## config.mk

```make
export PLATFORM = sky130hd
export DESIGN_NAME = mem_arbiter
export DESIGN_NICKNAME = d
export VERILOG_FILES = /design/src/rtl/mem_arbiter.sv
export SDC_FILE = /design/constraint.sdc
export NUM_CORES = 1
export LEC_CHECK = 0
export ABC_AREA = 1
export BUFFER_PORTS_ARGS = -buffer_cell sky130_fd_sc_hd__buf_2
export CAP_MARGIN = 20
export CORE_UTILIZATION = 40
export DETAILED_ROUTE_END_ITERATION = 8
export GPL_ROUTABILITY_DRIVEN = 1
export PLACE_DENSITY_LB_ADDON = 0.15
export SYNTH_ARGS = -nofsm -noshare
export SYNTH_HDL_FRONTEND = slang
export SYNTH_SLANG_ARGS = --single-unit
```

## constraint.sdc

```tcl
create_clock -name clk -period 13.1 [get_ports clk]
set_input_delay 2.62 -clock clk [delete_from_list [all_inputs] [get_ports clk]]
set_output_delay 2.62 -clock clk [all_outputs]
set_load 0.01 [all_outputs]
```

## src/rtl/mem_arbiter.sv

```systemverilog
// mem_arbiter: two-port arbiter in front of a single memory interface.
// Each port owns one request slot. A one-cycle mX_req pulse is captured only
// while the slot is empty. The FSM takes one pending slot at a time, drives
// it onto the mem_* bus for the whole ISSUE state, and reports completion on
// mX_ack. If mem_busy stays high for TIMEOUT cycles, the request ends with
// mX_err set.
//
// Parameters
//   TIMEOUT  busy cycles tolerated in ISSUE before abort (1..255)
//   FAIR     1 = round-robin on ties, 0 = m0 always wins ties
// Ports
//   clk, reset                 clock, asynchronous active-high reset
//   mX_req/we/addr/wdata/
//   mX_size/signed             request pulse and its attributes
//   mX_pend                    slot occupied (new requests are ignored)
//   mX_ack, mX_err, mX_rdata   completion pulse, timeout flag, read data
//   mem_*                      memory-side request and response
//
// state | meaning
// IDLE  | no transaction in flight; choose a pending slot
// ISSUE | mem_re or mem_we asserted; wait for !mem_busy or timeout
// DONE  | ack/err pulse for the granted port; free its slot
module mem_arbiter #(
  parameter int unsigned TIMEOUT = 255,
  parameter bit          FAIR    = 1'b1
) (
  input  logic        clk,
  input  logic        reset,
  input  logic        m0_req,
  input  logic        m0_we,
  input  logic [31:0] m0_addr,
  input  logic [31:0] m0_wdata,
  input  logic [1:0]  m0_size,
  input  logic        m0_signed,
  output logic        m0_pend,
  output logic        m0_ack,
  output logic        m0_err,
  output logic [31:0] m0_rdata,
  input  logic        m1_req,
  input  logic        m1_we,
  input  logic [31:0] m1_addr,
  input  logic [31:0] m1_wdata,
  input  logic [1:0]  m1_size,
  input  logic        m1_signed,
  output logic        m1_pend,
  output logic        m1_ack,
  output logic        m1_err,
  output logic [31:0] m1_rdata,
  output logic [31:0] mem_addr,
  output logic [31:0] mem_write_data,
  output logic        mem_re,
  output logic        mem_we,
  output logic        mem_signed,
  output logic [1:0]  mem_size,
  input  logic [31:0] mem_read_data,
  input  logic        mem_busy
);

  typedef enum logic [1:0] {IDLE, ISSUE, DONE} state_t;

  localparam logic [7:0] TO_LAST = 8'(TIMEOUT - 1);

  state_t      state_q, state_d;

  logic        s0_we, s1_we;
  logic [31:0] s0_addr, s1_addr;
  logic [31:0] s0_wdata, s1_wdata;
  logic [1:0]  s0_size, s1_size;
  logic        s0_signed, s1_signed;

  logic        grant_q;   // port currently in flight (0 = m0)
  logic        last_q;    // port granted most recently
  logic        cur_we;
  logic [7:0]  cnt_q;
  logic        err_q;

  logic        sel;
  logic        start;
  logic        finish_ok;
  logic        finish_to;

  always_ff @(posedge clk or posedge reset) begin
    if (reset) state_q <= IDLE;
    else       state_q <= state_d;
  end

  always_comb begin
    state_d   = state_q;
    sel       = 1'b0;
    start     = 1'b0;
    finish_ok = 1'b0;
    finish_to = 1'b0;
    case (state_q)
      IDLE: begin
        if (m0_pend || m1_pend) begin
          start   = 1'b1;
          state_d = ISSUE;
          if (m0_pend && m1_pend) sel = FAIR ? ~last_q : 1'b0;
          else                    sel = m1_pend;
        end
      end
      ISSUE: begin
        if (!mem_busy) begin
          finish_ok = 1'b1;
          state_d   = DONE;
        end else if (cnt_q == TO_LAST) begin
          finish_to = 1'b1;
          state_d   = DONE;
        end
      end
      DONE:    state_d = IDLE;
      default: state_d = IDLE;
    endcase
  end

  // Request slots. A granted slot is still pending during DONE, so a request
  // arriving with its own ack is dropped and the set/clear never collide.
  always_ff @(posedge clk or posedge reset) begin
    if (reset) begin
      m0_pend   <= 1'b0;
      s0_we     <= 1'b0;
      s0_addr   <= '0;
      s0_wdata  <= '0;
      s0_size   <= '0;
      s0_signed <= 1'b0;
    end else if (m0_req && !m0_pend) begin
      m0_pend   <= 1'b1;
      s0_we     <= m0_we;
      s0_addr   <= m0_addr;
      s0_wdata  <= m0_wdata;
      s0_size   <= m0_size;
      s0_signed <= m0_signed;
    end else if (state_q == DONE && !grant_q) begin
      m0_pend   <= 1'b0;
    end
  end

  always_ff @(posedge clk or posedge reset) begin
    if (reset) begin
      m1_pend   <= 1'b0;
      s1_we     <= 1'b0;
      s1_addr   <= '0;
      s1_wdata  <= '0;
      s1_size   <= '0;
      s1_signed <= 1'b0;
    end else if (m1_req && !m1_pend) begin
      m1_pend   <= 1'b1;
      s1_we     <= m1_we;
      s1_addr   <= m1_addr;
      s1_wdata  <= m1_wdata;
      s1_size   <= m1_size;
      s1_signed <= m1_signed;
    end else if (state_q == DONE && grant_q) begin
      m1_pend   <= 1'b0;
    end
  end

  // The memory bus is loaded once when leaving IDLE, so it stays constant
  // throughout ISSUE.
  always_ff @(posedge clk or posedge reset) begin
    if (reset) begin
      grant_q        <= 1'b0;
      last_q         <= 1'b0;
      cur_we         <= 1'b0;
      mem_addr       <= '0;
      mem_write_data <= '0;
      mem_size       <= '0;
      mem_signed     <= 1'b0;
      cnt_q          <= '0;
      err_q          <= 1'b0;
      m0_rdata       <= '0;
      m1_rdata       <= '0;
    end else begin
      if (start) begin
        grant_q        <= sel;
        cur_we         <= sel ? s1_we     : s0_we;
        mem_addr       <= sel ? s1_addr   : s0_addr;
        mem_write_data <= sel ? s1_wdata  : s0_wdata;
        mem_size       <= sel ? s1_size   : s0_size;
        mem_signed     <= sel ? s1_signed : s0_signed;
        cnt_q          <= '0;
      end else if (state_q == ISSUE && mem_busy) begin
        cnt_q <= cnt_q + 8'd1;
      end
      if (finish_ok) begin
        err_q <= 1'b0;
        if (!cur_we) begin
          if (grant_q) m1_rdata <= mem_read_data;
          else         m0_rdata <= mem_read_data;
        end
      end else if (finish_to) begin
        err_q <= 1'b1;
      end
      if (state_q == DONE) last_q <= grant_q;
    end
  end

  assign mem_re = (state_q == ISSUE) && !cur_we;
  assign mem_we = (state_q == ISSUE) &&  cur_we;
  assign m0_ack = (state_q == DONE) && !grant_q;
  assign m1_ack = (state_q == DONE) &&  grant_q;
  assign m0_err = m0_ack && err_q;
  assign m1_err = m1_ack && err_q;

endmodule
```

After elaboration in Yosys (flattened, before gate mapping)
Index checks and enable logic that the tools add are counted.
{"block": "classes", "n_addsub": 1, "eq_ne": 5, "muxes": 27, "bitwise": 3, "reduce_logical": 23}
{"operator": "32-bit two-way mux", "count": 2}
{"operator": "1-bit two-way mux", "count": 18}
{"operator": "8-bit two-way mux", "count": 2}
{"operator": "1-bit logical AND", "count": 10}
{"operator": "8-bit by 1-bit adder with 8-bit output, second input constant", "count": 1}
{"operator": "8-bit equality test, second input constant", "count": 1}
{"operator": "2-bit two-way mux", "count": 4}
{"operator": "2-bit nonzero test", "count": 4}
{"operator": "3-bit AND reduction", "count": 2}
{"operator": "1-bit zero test", "count": 4}
{"operator": "2-bit case mux with 2 select lines", "count": 1}
{"operator": "3-bit != test, second input constant", "count": 1}
{"operator": "1-bit NOT", "count": 3}
{"operator": "2-bit by 1-bit equality test with 1-bit output, second input constant", "count": 1}
{"operator": "2-bit equality test, second input constant", "count": 1}
{"operator": "2-bit zero test", "count": 1}
{"operator": "2-bit != test, second input constant", "count": 1}
{"operator": "2-bit AND reduction", "count": 1}
{"operator": "1-bit logical OR", "count": 1}
{"block": "totals", "register_bits": 283, "in_bits": 173, "elab_cells": 83}

Depth between registers and ports, before layout
Gate-level depths: netlist of the first run.
{"block": "logic_depth", "ltp_word": 6, "ltp_mapped": 7, "ltp_nobuf": 7}

Least setup slack after synthesis of the first run
OpenSTA, ideal clock, no wires.
{"block": "synth_timing", "path_kind": "register to output", "start": "register state_q[0]", "end": "output m0_err", "arrival_ps": 865, "t_required_ps": 10480, "setup_slack_ps": 9615, "path_stages_with_launch": 4, "n_path_buf": 0, "cell_sequence": "dfrtp_1 > inv_1 > nand2_1 > nor3_1"}
{"block": "synth_via", "elab_chain_len": 3}
{"item": "start, declared", "line": "63", "source": "state_t state_q, state_d;"}
{"item": "start signal, assigned", "line": "84", "source": "else state_q <= state_d;"}
{"item": "2-bit equality test", "line": "200", "source": "assign m0_ack = (state_q == DONE) && !grant_q;"}
{"item": "1-bit logical AND", "line": "200"}
{"item": "1-bit logical AND", "line": "202", "source": "assign m0_err = m0_ack && err_q;"}
{"item": "end, declared", "line": "37", "source": "output logic m0_err,"}
Every way passes these cells.

Worst setup path after layout of the first run
{"block": "layout_timing", "start": "register state_q[0]", "end": "output m1_ack"}
{"block": "layout_via", "elab_chain_len": 2}
{"item": "2-bit equality test", "line": "201", "source": "assign m1_ack = (state_q == DONE) && grant_q;"}
{"item": "1-bit logical AND", "line": "201"}
{"item": "end, declared", "line": "46", "source": "output logic m1_ack,"}
Every way passes these cells.

==> flow_metrics.tcl, run 1 <==
set metrics [dict create \
    synth_compound_area_frac 0.09124 \
    max_stage_delay_ps 420 \
    syn-instance-count 1366 \
    stdcell_count 2044 \
    slew-limit-headroom 0.3046 \
    path_buf_inv 2 \
    status "finished, final reports clean" \
    timing.rr.end "mem_addr[0]" \
    worstSkewPairLatency_ps 540 \
    multi_input_area_um2 3696 \
    cts.sinks 283 \
    setup_violations 0 \
    finalSetupTns_ps 0 \
    cp_max_fo 6 \
    grt_pass1_vias 9709 \
    dieHeight_um 174.0 \
    drt_pass1_iterations 5 \
    synth_warnings 0 \
    drv_slew 0 \
    die_area_um2 30280 \
    synth_top_family_by_area "simple AND/OR/NAND/NOR gates" \
    area_delta_synth_final_pct 23.67 \
    floorplan.initialDensity 0.4090 \
    maxUsedRoutingLayer "met5" \
    hold_start "mem_write_data[2]" \
    post_cts_resized 0 \
    fmax_mhz 234.4 \
    cts_max_level 1 \
    synth_top_area_frac 0.5984 \
    reg2reg_from "state_q[0]" \
    netlist_top_cells_area "dfrtp_1, nand2_1, a21oi_1" \
    cts_tree "done" \
    grt_remaining_overflow 0 \
    drt_iter0_markers 518 \
    fin_hold_ws_ps 470.1 \
    rr_worst_depth 6 \
    cts_root_buf "clkbuf_16" \
    syn_area_per_cell_um2 8.664 \
    cts_buffers 31 \
    power.leakage_nw 7.958 \
    avgViaCountPerCell 4.777 \
    nNetsFinal 1807 \
    final_util 0.5058 \
    critPathKind "reg -> out" \
    fin_skew_ps 11.73 \
    synthesis.area_um2 11840 \
    cts_buffer_depth 3 \
    min_path_type "reg -> reg" \
    clk_pin_slew_ps 60 \
    synth_adder_area_share 0.002114 \
    min_path_cells 2 \
    cp_data_arrival_time_ps 1650 \
    layout-drive-gt1-share 0.2296 \
    regToRegSetupSlack_ps 10000 \
    cts_hold_buf 0 \
    required_ps 10480 \
    synth_xor_area_frac 0 \
    yosysTopAreaCell "dfrtp_1" \
    met1_length_um 14700 \
    max_cap_viol_count 0 \
    final_cell_mix "buf_2, nand2_1, dfrtp_1" \
    grt_pass1_wl_um 51980 \
    track_usage 0.2123 \
    antenna_found_initial 9 \
    crit_path_end_kind "output port" \
    die_w_um 174.0 \
    final_common_cell "buf_2" \
    port_buffers 311 \
    cts_setup_buffers 0 \
    min_period_ps 4266 \
    gp_congestion 0.7847 \
    fin_crit_sh 0.3256 \
    rows 62 \
    vdd_drop_max_mv 0.1158 \
    grt_max_degree 195 \
    wl_met2_um 14830 \
    drc 0 \
    avgRoutedWirePerCell_um 15.63 \
    tightest_slew_ps 1043 \
    fillers 2846 \
    cp-start-kind "flip-flop" \
    dpl.cell_count 1983 \
    muxShareOfSynthArea 0 \
    cellPowerDensity_nw_per_um2 255.5 \
    cp_slowest_cell "dfrtp_1" \
    ys_seq_elements 283 \
    ff_latch_area_um2 7083 \
    hold_violations 0 \
    path_cells "inv_1 -> nand2_1 -> nor2_1 -> buf_2" \
    dp_hpwl_um 20180 \
    yosysUniqueCellTypes 21 \
    rsz0062_at_grt "false" \
    ys_seq_area_frac 0.5984 \
    coreArea_um2 28940 \
    pre_cts_slack_ps 8737 \
    path_delay_family "flip-flops" \
    finalWorstSetupSlack_ps 8834 \
    holdPathEnd "mem_write_data[2]" \
    ios 312 \
    met3_length_um 2030 \
    synth-simple-area-share 0.2162 \
    syn_nets 1541 \
    wirelength_um 31940 \
    vias 9764 \
    antenna_left 0 \
]
## routing by layer
layer | vias to the layer above | track usage
met5 | - | 0
met4 | 8 | 0.04240
met3 | 35 | 0.04571
met2 | 280 | 0.3415
met1 | 4572 | 0.2960
li1 | 4869 | -
## flip-flops by register name (all words and copies together), names as in the netlist, 8 cells and up
name and cells:
s0_wdata 32, s1_addr 32, cnt_q 8, s1_wdata 32
s0_addr 32, mem_addr 32, mem_write_data 32, m0_rdata 32
m1_rdata 32
## tightest hold or removal path: cells and delay by family (launching register included)
family           cells  cell delay (ps)
DFF                  1              330
and+or+nand+nor      2              100
## final cells by class
cell class | instances | share of cell area
inverter | 186 | 0.04821
timing repair buffer | 319 | 0.1113
tap | 384 | 0.03283
clock buffer | 48 | 0.06420
antenna | 5 | 0.0008548
sequential | 283 | 0.4839
multi-input combinational | 811 | 0.2525
clock inverter | 8 | 0.006155
## logic make-up (layout without fill, tap and decap cells)
kind of cell | Yosys count | after routing
and+or+nand+nor | 594 | 594
buffers and inverters | 272 | 561
DFF | 283 | 283
adders and majority gates | 2 | 2
AOI/OAI and AO/OA | 215 | 215
other | 0 | 5
## power by group
| group | switching (mW) | total [mW] | internal, mW |
|---|---|---|---|
| Combinational | 0.938 | 1.42 | 0.485 |
| Sequential | 0.165 | 1.45 | 1.28 |
| Clock | 0.342 | 0.869 | 0.527 |
## metrics by stage
step           power (mW)  cell area (um2)
6_report            3.739            14640
5_1_grt             4.043            14630
4_1_cts             3.788            14620
3_5_place_dp        2.900            13590
3_3_place_gp        2.865            13590
2_1_floorplan       2.393            11840
## worst max-delay path by stage
stage | depth (start not counted) | endpoint | start | slack [ps]
finish | 4 | m1_ack | state_q[0] | 8830
global route | 4 | m1_ack | state_q[0] | 8690
CTS | 4 | m1_ack | state_q[0] | 8750
detailed placement | 3 | m1_pend | reset | 8740
global placement | 3 | m1_pend | reset | 8730
floorplan | 1 | cnt_q[0] | reset | 2670
## cell usage after synthesis
library cell	number
a21oi_1	140
buf_1	5
buf_2	52
buf_4	1
clkbuf_1	28
dfrtp_1	283
ha_1	2
inv_1	185
inv_2	1
nand2_1	288
nand3_1	76
nand3_2	1
nand3_4	2
nand4_1	70
nor2_1	151
nor2_4	2
nor3_1	2
nor3b_1	2
o21ai_0	9
o21ai_1	65
o21ai_2	1
Note: power is estimated with default switching activity, not from simulation.
==> run 2: changes to the inputs <==
==> constraint.sdc (replaced) <==
create_clock -name clk -period 3.89 [get_ports clk]
set_input_delay 0.778 -clock clk [delete_from_list [all_inputs] [get_ports clk]]
set_output_delay 0.778 -clock clk [all_outputs]
set_load 0.01 [all_outputs]
==> flow_metrics.tcl, run 2 (same netlist as run 1, synthesis figures left out) <==
set metrics [dict create \
    status "finished, final reports clean" \
    grt_remaining_overflow 0 \
    fillers 2880 \
    cts_max_level 1 \
    cts_hold_buf 0 \
    min_path_type "in -> async" \
    path_cells "inv_1 -> nand2_1 -> nor2_1 -> buf_2" \
    max_stage_delay_ps 430 \
    cellPowerDensity_nw_per_um2 860.7 \
    final_common_cell "buf_2" \
    hold_violations 0 \
    die_w_um 174.0 \
    cp-startpoint "state_q[0]" \
    grt_max_degree 79 \
    rows 62 \
    required_ps 3110 \
    fin_crit_sh 0.6294 \
    reg2reg_from "m1_pend" \
    dp_hpwl_um 21290 \
    rsz0062_at_grt "false" \
    avgRoutedWirePerCell_um 15.88 \
    layout-drive-gt1-share 0.2344 \
    port_buffers 311 \
    vdd_drop_max_mv 0.5255 \
    drt_iter0_markers 481 \
    antenna_left 0 \
    fin_skew_ps 12.40 \
    cts_root_buf "clkbuf_16" \
    cts_setup_buffers 0 \
    drt_pass1_iterations 5 \
    cts_tree "done" \
    cp_slowest_cell "dfrtp_1" \
    worstSkewPairLatency_ps 550 \
    cp-start-kind "flip-flop" \
    critPathKind "reg -> out" \
    tightest_slew_ps 975.9 \
    grt_pass1_vias 9795 \
    setup_violations 0 \
    ios 312 \
    vias 9927 \
    dieHeight_um 174.0 \
    final_util 0.5118 \
    p_total_mw 12.75 \
    drv_slew 0 \
    cp_max_fo 6 \
    max_cap_viol_count 0 \
    track_usage 0.2165 \
    antenna_found_initial 9 \
    clk_pin_slew_ps 60 \
    floorplan.initialDensity 0.4090 \
    cp_data_arrival_time_ps 1670 \
    power.leakage_nw 8.043 \
    fmax_mhz 408.4 \
    cts.sinks 283 \
    min_period_ps 2448 \
    avgViaCountPerCell 4.840 \
    die_area_um2 30280 \
    gp_congestion 0.7972 \
    wirelength_um 32560 \
    cts_buffer_depth 3 \
    drc 0 \
    rr_worst_depth 6 \
    nNetsFinal 1818 \
    final_cell_mix "buf_2, nand2_1, dfrtp_1" \
    grt_pass1_wl_um 52720 \
    area_delta_synth_final_pct 25.13 \
    coreArea_um2 28940 \
    crit_path_end_kind "output port" \
    cts_buffers 31 \
    fin_hold_ws_ps 170.5 \
    slew-limit-headroom 0.3494 \
    post_cts_resized 0 \
]
-- run 2: cell count changes in the layout (fill, tap and decap cells not counted), sizes merged --
cell      delta
bufinv       +2
inv          -1
buf         +11
clkinvlp     +1
clkinv       -1
diode        -2
clkbuf       -3
-- run 2: metrics by stage --
stage | setup slack [ps] | cell area (um2) | cells | TNS, ps
after floorplan | -637.3 | 11840 | 1366 | -180350
after global placement | 1813 | 13730 | 1993 | 0
after CTS | 1414 | 14780 | 2047 | 0
after global routing | 1286 | 14800 | 2048 | 0
after detailed placement | 1795 | 13730 | 1993 | 0
final | 1442 | 14810 | 2051 | 0
-- run 2: final timing paths --
| kind | endpoint | slack, ps |
|---|---|---|
| setup / recovery | m1_ack | 1440 |
| hold / removal | s0_addr[25] | 170 |
| setup reg to reg | cnt_q[1] | 1770 |
| hold reg to reg | mem_write_data[6] | 480 |
| max in group asynchronous | m1_rdata[20] | 2840 |
| min in group clk | s0_addr[5] | 470 |
-- run 2: worst max-delay path: cells and delay by family (launching register included) --
kind / cells / cell delay (ps)
buffers and inverters: 2 / 310
and+or+nand+nor: 2 / 390
DFF: 1 / 430
-- run 2: power by group --
group          total, mW  switching (mW)  internal, mW
registers           4.93           0.612          4.32
clock network       3.02            1.15          1.86
logic               4.80            3.13          1.67
-- run 2: layout make-up --
type,count,area [um2],share of cell area
sequential,283,7083,0.4783
timing repair buffer,330,1787,0.1206
clock buffer,45,908.4,0.06134
clock inverter,9,145.1,0.009801
multi-input combinational,811,3696,0.2496
tap,384,480.5,0.03244
antenna,3,7.507,0.0005069
inverter,186,701.9,0.04740
-- run 2: routing by layer --
layer	part of all wire	track usage	vias up	routed length, um
met5	0.0023	0	-	74
met4	0.022	0.05482	12	722
met3	0.061	0.04790	63	1996
met2	0.45	0.3428	254	14590
met1	0.47	0.3011	4715	15180
li1	-	-	4883	-
==> run 3: changes to the inputs <==
==> constraint.sdc (replaced) <==
create_clock -name clk -period 2.1 [get_ports clk]
set_input_delay 0.42 -clock clk [delete_from_list [all_inputs] [get_ports clk]]
set_output_delay 0.42 -clock clk [all_outputs]
set_load 0.01 [all_outputs]
==> flow_metrics.tcl, run 3 (same netlist as run 1, synthesis figures left out) <==
set metrics [dict create \
    crit_path_end_kind "output port" \
    grt_remaining_overflow 0 \
    track_usage 0.2156 \
    cts_buffers 34 \
    cp_max_fo 6 \
    cts_max_level 2 \
    grt_max_degree 88 \
    dieHeight_um 174.0 \
    stdcell_count 2070 \
    ios 312 \
    max_cap_viol_count 0 \
    status "finished, final reports clean" \
    gp_congestion 0.8173 \
    rows 62 \
    final_common_cell "buf_2" \
    cp-start-kind "flip-flop" \
    fin_skew_ps 16.37 \
    critPathKind "reg -> out" \
    avgViaCountPerCell 4.810 \
    cp_data_arrival_time_ps 1600 \
    fmax_mhz 495.6 \
    coreArea_um2 28940 \
    nNetsFinal 1834 \
    cts_tree "done" \
    cts_root_buf "clkbuf_16" \
    clk_pin_slew_ps 60 \
    cts_buffer_depth 3 \
    slew-limit-headroom 0.6636 \
    final_area_um2 15120 \
    worstSkewPairLatency_ps 500 \
    die_w_um 174.0 \
    drt_pass1_iterations 5 \
    drc 0 \
    area_delta_synth_final_pct 27.77 \
    dpl.cell_count 2006 \
    vdd_drop_max_mv 0.7857 \
    dp_hpwl_um 21910 \
    cts.sinks 283 \
    min_period_ps 2018 \
    die_area_um2 30280 \
    cts_setup_buffers 0 \
    wirelength_um 32470 \
    tightest_slew_ps 504.7 \
    setup_violations 0 \
    fin_crit_sh 0.9609 \
    drv_slew 0 \
    power.leakage_nw 8.184 \
    antenna_left 0 \
    place_area_um2 13960 \
    layout-drive-gt1-share 0.2414 \
    drt_iter0_markers 540 \
    fin_hold_ws_ps 165.3 \
    vias 9956 \
    cellPowerDensity_nw_per_um2 1597 \
    required_ps 1680 \
    antenna_found_initial 8 \
    final_cell_mix "buf_2, nand2_1, dfrtp_1" \
    min_path_type "in -> reg" \
    hold_violations 0 \
    grt_pass1_wl_um 52250 \
    floorplan.initialDensity 0.4090 \
    port_buffers 311 \
    finalSetupTns_ps 0 \
    grt_pass1_vias 9703 \
    rsz0062_at_grt "true" \
    avgRoutedWirePerCell_um 15.69 \
]
## run 3: changes by cell type in the layout (fill, tap and decap cells not counted), sizes merged
cell and change:
dlygate4sd3 +1, buf +12, clkinvlp +1, clkinv -2
bufinv -2, clkbuf +8, diode +1
## run 3: stage by stage
step / util / worst slack [ps] / total power, mW
after global placement: 0.4826 / 461.2 / 18.25
after CTS: 0.5219 / 24.50 / 24.49
after floorplan: - / -2069 / 14.93
final: 0.5226 / 82.04 / 24.16
after detailed placement: 0.4826 / 418.5 / 18.48
after global routing: 0.5223 / -33.00 / 26.00
## run 3: layer usage
layer  track usage  wire length, um
met4       0.05227              591
met2        0.3395            14840
met5             0               46
met3       0.04790             1982
met1        0.3024            15000
## run 3: final timing paths
path | start | to | slack (ps) | depth (start not counted)
max | state_q[0] | m1_ack | 80 | 4
min | m0_addr[24] | s0_addr[24] | 170 | 3
max reg2reg | state_q[1] | m0_rdata[10] | 400 | 7
min reg2reg | mem_write_data[9] | mem_write_data[9] | 470 | 2
max in group asynchronous | reset | s1_wdata[2] | 940 | 4
min in group asynchronous | reset | s0_addr[24] | 400 | 3
## run 3: area by class of cell
type / instances / area [um2]
fillers: 2810 / 13810
clock buffers: 53 / 1046
well taps: 384 / 480.5
inverters: 186 / 701.9
diodes: 4 / 10.01
multi-input cells: 811 / 3706
clock inverters: 6 / 82.58
flip-flops and latches: 283 / 7083
repair buffers: 343 / 2012
## run 3: power breakdown
| group | leakage, nW | internal, mW | switching [mW] |
|---|---|---|---|
| Clock | 0.551 | 3.66 | 2.21 |
| Sequential | 3.26 | 8.00 | 1.10 |
| Combinational | 4.37 | 3.32 | 5.87 |
| Total | 8.18 | 15.0 | 9.17 |
## run 3: worst max-delay path, cell delays in order (launching register included)
cell,delay [ps]
dfrtp_1,420
inv_1,90
nand2_1,180
nor2_2,210
buf_2,190
## run 3: what timing repair did
item / 4_1_cts / 5_1_grt
setup endpoints to repair: 0 / 3
resized for setup: 0 / 3
endpoints found under the hold margin: 3 / 0
hold buffers: 1 / 0
